**src/rtl/mult_pkg.sv**
```systemverilog
// Shared widths and record types for the approximate 8x8 multiplier pipeline.
package mult_pkg;

  localparam int W_PQ  = 15;
  localparam int W_V1  = 13;
  localparam int W_V2  = 11;
  localparam int W_OUT = 16;

  typedef struct packed {
    logic [W_PQ-1:0] p7;
    logic [W_PQ-1:0] q7;
    logic [W_V1-1:0] v1;
    logic [W_V2-1:0] v2;
  } s1_out_t;

  typedef struct packed {
    logic [W_OUT-1:0] product;
    logic             ovf;
  } s2_out_t;

endpackage

```
**src/rtl/mult_stage2_pipe_slice.sv**
```systemverilog
// Generic valid/ready register slice: one entry, full throughput, and the
// ready signal depends only on its own occupancy and the downstream ready.
module pipe_slice #(
  parameter int WIDTH = 8
) (
  input  logic             clk,
  input  logic             rst_n,
  input  logic             in_valid,
  output logic             in_ready,
  input  logic [WIDTH-1:0] in_data,
  output logic             out_valid,
  input  logic             out_ready,
  output logic [WIDTH-1:0] out_data
);

  assign in_ready = !out_valid || out_ready;

  always_ff @(posedge clk or negedge rst_n) begin
    if (!rst_n) begin
      out_valid <= 1'b0;
      out_data  <= '0;
    end else if (in_ready) begin
      out_valid <= in_valid;
      out_data  <= in_data;
    end
  end

endmodule

```
**src/rtl/mult_stage2_pipe.sv**
```systemverilog
// Final-addition stage of the approximate multiplier: S=P7+Q7 plus optional
// V1/V2 compensation (enabled by macro MULT_APPROX_COMP_EN), two slices deep.
module mult_stage2_pipe
  import mult_pkg::*;
#(
  parameter int W_PQ  = mult_pkg::W_PQ,
  parameter int W_V1  = mult_pkg::W_V1,
  parameter int W_V2  = mult_pkg::W_V2,
  parameter int W_OUT = mult_pkg::W_OUT
) (
  input  logic             clk,
  input  logic             rst_n,
  input  logic             in_valid,
  output logic             in_ready,
  input  logic [W_PQ-1:0]  P7,
  input  logic [W_PQ-1:0]  Q7,
  input  logic [W_V1-1:0]  V1,
  input  logic [W_V2-1:0]  V2,
  output logic             out_valid,
  input  logic             out_ready,
  output logic [W_OUT-1:0] product,
  output logic             out_ovf,
  output logic [15:0]      out_count
);

  s1_out_t            s1_in;
  logic [W_OUT-1:0]   sum_in;
  logic [W_OUT-1:0]   comp_in;
  logic [2*W_OUT-1:0] data_p0;
  logic               vld_p0;
  logic               ready_p1;
  s2_out_t            add_p1;
  s2_out_t            data_p1;
  logic               vld_p1;

  function automatic s2_out_t final_add(input logic [W_OUT-1:0] s,
                                        input logic [W_OUT-1:0] c);
    logic [W_OUT:0] t;
    s2_out_t        r;
    t         = {1'b0, s} + {1'b0, c};
    r.product = t[W_OUT-1:0];
    r.ovf     = t[W_OUT];
    return r;
  endfunction

  assign s1_in  = {P7, Q7, V1, V2};
  assign sum_in = W_OUT'(s1_in.p7) + W_OUT'(s1_in.q7);

`ifdef MULT_APPROX_COMP_EN
  assign comp_in = W_OUT'(s1_in.v1) + W_OUT'(s1_in.v2);
`else
  // Without compensation the error vectors are dropped; product is exact P7+Q7.
  logic unused_err;
  assign comp_in    = '0;
  assign unused_err = ^{s1_in.v1, s1_in.v2};
`endif

  // Stage A: register the redundant sum and the compensation term
  pipe_slice #(.WIDTH(2*W_OUT)) u_stage_a (
    .clk       (clk),
    .rst_n     (rst_n),
    .in_valid  (in_valid),
    .in_ready  (in_ready),
    .in_data   ({sum_in, comp_in}),
    .out_valid (vld_p0),
    .out_ready (ready_p1),
    .out_data  (data_p0)
  );

  assign add_p1 = final_add(data_p0[2*W_OUT-1:W_OUT], data_p0[W_OUT-1:0]);

  // Stage B: register the carry-propagated product
  pipe_slice #(.WIDTH($bits(s2_out_t))) u_stage_b (
    .clk       (clk),
    .rst_n     (rst_n),
    .in_valid  (vld_p0),
    .in_ready  (ready_p1),
    .in_data   (add_p1),
    .out_valid (vld_p1),
    .out_ready (out_ready),
    .out_data  (data_p1)
  );

  assign out_valid = vld_p1;
  assign product   = data_p1.product;
  assign out_ovf   = data_p1.ovf;

  always_ff @(posedge clk or negedge rst_n) begin
    if (!rst_n) begin
      out_count <= '0;
    end else if (vld_p1 && out_ready) begin
      out_count <= out_count + 16'd1;
    end
  end

endmodule
```
**config.mk**
```make
export PLATFORM = sky130hd
export DESIGN_NAME = mult_stage2_pipe
export DESIGN_NICKNAME = d
export VERILOG_FILES = /design/src/rtl/mult_pkg.sv /design/src/rtl/mult_stage2_pipe_slice.sv /design/src/rtl/mult_stage2_pipe.sv
export SDC_FILE = /design/constraint.sdc
export NUM_CORES = 1
export LEC_CHECK = 0
export CAP_MARGIN = 40
export CORE_ASPECT_RATIO = 0.9
export CORE_UTILIZATION = 65
export DETAILED_ROUTE_END_ITERATION = 8
export DONT_BUFFER_PORTS = 1
export HOLD_SLACK_MARGIN = 0.02
export PLACE_DENSITY = 0.86
export SYNTH_ARGS = -nofsm -noshare
export SYNTH_HDL_FRONTEND = slang
export SYNTH_SLANG_ARGS = --single-unit
```
**constraint.sdc**
```tcl
create_clock -name clk -period 4.4 [get_ports clk]
set_input_delay 0.22 -clock clk [delete_from_list [all_inputs] [get_ports clk]]
set_output_delay 0.22 -clock clk [all_outputs]
set_load 0.01 [all_outputs]
```
==> impl_metrics.py <==
metrics = {
    "worst_setup_path": {
        "worst-endpoint-arrival_ns": 2.39,
        "startpoint_type": "flop",
        "timing.critical_path.required_ns": 4.62,
        "setup.worst_path.end_class": "flop",
        "worst_setup_path_endpoint": "u_stage_a.out_data[30]$_DFFE_PN0P_",
        "crit_start": "u_stage_b.out_valid$_DFFE_PN0P_",
        "timing.critical_path.fanout_max": 21,
        "r2r-start": "u_stage_b.out_valid$_DFFE_PN0P_",
        "setup.reg_to_reg.worst_slack_ns": 2.23,
        "timing.rr.end": "u_stage_a.out_data[30]$_DFFE_PN0P_",
        "path_class": "reg2reg",
        "rr_worst_depth": 5,
    },
    "global_route": {
        "first_global_vias": 1819,
        "wire_length_of_the_first_global_routing_pass_um": 8450,
        "grtUsageTotal": 0.243,
        "grt_max_degree": 51,
        "antenna_found_initial": 0,
        "overflow": 0,
    },
    "pwr": {
        "static_power_due_to_leakage_nw": 1.27,
        "power.sequential.fraction": 0.550,
        "pwr-share-comb": 0.203,
        "internal_power_mw": 0.852,
        "switching_share": 0.313,
        "cellPowerDensity_nw_per_um2": 435,
        "switching_power_mw": 0.388,
        "power.share.clock": 0.247,
        "max-vdd-ir-drop_v": 0.000213,
        "total_design_power_mw": 1.24,
    },
    "clock_tree": {
        "cts-buffers-inserted": 5,
        "clock-root-buffer": "clkbuf_8",
        "cts-htree-levels": 2,
        "cts.reportedPaths.clkPinSlew_ns": 0.08,
        "cts-root-to-sink-buffers": 2,
        "post-cts-setup-buffer-count": 0,
        "clock_tree_from_tritoncts": "yes",
        "clock_latency_ns": 0.29,
        "clkSinkCount": 50,
    },
    "synth": {
        "synth_most_common_cell": "dfrtp_1",
        "synth_top_area_cell": "dfrtp_1",
        "synth_edf_count": 0,
        "synth_flop_cell": "dfrtp_1",
        "netlist_area_um2": 2680,
        "post-synth-top-area-fraction": 0.467,
        "synthDistinctLibCells": 46,
        "postSynth.asyncResetShare": 1.00,
        "syn_area_per_cell_um2": 10.4,
        "synth-warning-count": 0,
        "post_synth_most_frequent_cells": "dfrtp_1, nand2_1, mux2_2, xnor2_1",
        "synthesis.instances": 257,
        "synth_top_cells_by_area": "dfrtp_1, ha_1, mux2_2",
        "synth-seq-area-share": 0.467,
        "postSynthRegisterBits": 50,
        "syn-num-nets": 332,
    },
    "sta": {
        "setup-tns-final_ns": 0,
        "drv_slew": 0,
        "layout_worst_path_cycle_share": 0.494,
        "slew-limit-headroom": 0.505,
        "period_needed_ns": 2.18,
        "achievable_clock_frequency_mhz": 460,
        "timing.clock.skew_ns": 0.00541,
        "post-route-worst-setup-slack_ns": 2.23,
        "rsz0062_at_grt": "no",
        "max_slew.worst_pin.slew_ns": 0.743,
        "worst_hold_slack_ns": 0.124,
        "finalHoldViolations": 0,
        "setup_viol_count_final": 0,
    },
    "drt": {
        "count_of_unresolved_drc_violations_after_routing": 0,
        "drtIter0Drc": 64,
        "vias": 1884,
        "route.detailed.wl_per_inst_um": 16.0,
        "routed_wirelength_um": 4860,
        "via_per_inst": 6.20,
        "pre_repair_dr_iteration_count": 4,
        "final_antenna_net_count": 0,
    },
    "finish": {
        "filler_cell_count": 256,
        "layout.cells.non_filler": 304,
        "final_nets": 332,
        "share_of_post_route_cells_with_drive_strength_above_1": 0.132,
        "antenna_cells": 0,
        "syn2layout_area_growth_pct": 6.54,
        "final_util": 0.744,
        "final_design_area_no_fill_um2": 2850,
    },
    "placement": {
        "area_after_dpl_um2": 2700,
        "gpl.final_weighted_congestion": 0.816,
        "numPlacedInstances": 293,
        "dp_slack_ns": 2.20,
        "buffer_ports.inserted": 0,
        "dp_hpwl_um": 3710,
    },
    "run": {
        "timing.max_cap.violations": 0,
    },
    "floorplan": {
        "die_footprint_um2": 4380,
        "initial_utilization": 0.698,
        "width_of_the_chip_um": 69.7,
        "floorplan.core_area_um2": 3840,
        "rows": 21,
        "boundaryPins": 93,
        "die_h_um": 62.9,
    },
    "hold_path": {
        "hold_path.class": "in2reg",
    },
    "run_status": {
        "status": "finished, final reports clean",
    },
}
[cell families after synthesis]
| kind of cell | Yosys count | synth area share |
|---|---|---|
| AO/OA/AOI/OAI | 52 | 0.131 |
| XOR/XNOR | 23 | 0.0752 |
| adder cells (fa/ha/maj) | 17 | 0.0822 |
| buffers and inverters | 16 | 0.0243 |
| flip-flops | 50 | 0.467 |
| multiplexers | 18 | 0.0752 |
| other | 1 | 0.00140 |
| AND/OR/NAND/NOR | 80 | 0.143 |
[worst max-delay path: stages, from the launching register on]
cell     delay [ns]
dfrtp_1        0.46
and3b_1        0.69
inv_1          0.49
nand2_1        0.22
o32ai_1        0.09
nor2_1         0.15
[registers in the layout (all words and copies together) (netlist names)]
signal	cells
out_count	16
u_stage_a.out_data	16
u_stage_b.out_data	16
u_stage_a.out_valid	1
u_stage_b.out_valid	1
[metal layers]
metal	routed length, um	track usage	vias up	share of wire
met2	2310	0.409	72	0.48
met3	321	0.0548	6	0.066
met4	74	0.100	0	0.015
met1	2160	0.303	896	0.44
met5	0	0	-	0
li1	-	-	910	-
[power by group through the flow]
stage | Clock (mW) | Sequential (mW) | Combinational (mW)
2_1_floorplan | 0 | 0.662 | 0.202
3_3_place_gp | 0 | 0.685 | 0.225
3_5_place_dp | 0 | 0.694 | 0.238
4_1_cts | 0.310 | 0.684 | 0.251
5_1_grt | 0.326 | 0.699 | 0.285
6_report | 0.306 | 0.683 | 0.251
[layout make-up]
type                            instances  area [um^2]  area share
Multi-Input combinational cell        191         1360       0.477
Sequential cell                        50         1250       0.438
Clock buffer                            5         68.8      0.0241
Tap cell                               46         57.6      0.0202
Timing Repair Buffer                    4         55.1      0.0193
Clock inverter                          3         40.0      0.0140
Inverter                                5         18.8     0.00658
[layout by cell type (no fill, tap or decap), drive strengths merged, types with 3 or more instances in the layout]
cell,count
or2,3
nor3,4
nand4,7
nor2,15
inv,5
mux2,17
a21oi,16
clkbuf,5
ha,16
nand3,6
dfrtp,50
and3,4
xor2,6
o31ai,3
o21ai,10
a21o,6
nand2,32
xnor2,17
nor2b,3
[repair_timing]
| item | CTS | global route |
|---|---|---|
| hold endpoints to repair | 50 | 1 |
| gates resized for setup | 0 | 0 |
| endpoints found under the setup margin | 0 | 0 |
| hold buffers | 2 | 1 |
[worst min path at each step]
stage,start,end,slack (ns),cells after the start
after global placement,rst_n,out_count[5]$_DFFE_PN0P_,-0.07,0
after floorplan,rst_n,out_count[0]$_DFFE_PN0P_,-0.08,0
after global routing,out_ready,out_count[0]$_DFFE_PN0P_,0.12,2
final,out_ready,out_count[0]$_DFFE_PN0P_,0.12,2
after detailed placement,rst_n,out_count[4]$_DFFE_PN0P_,-0.07,0
after CTS,in_valid,u_stage_a.out_valid$_DFFE_PN0P_,0.02,1
(Power assumes the default switching activity.)
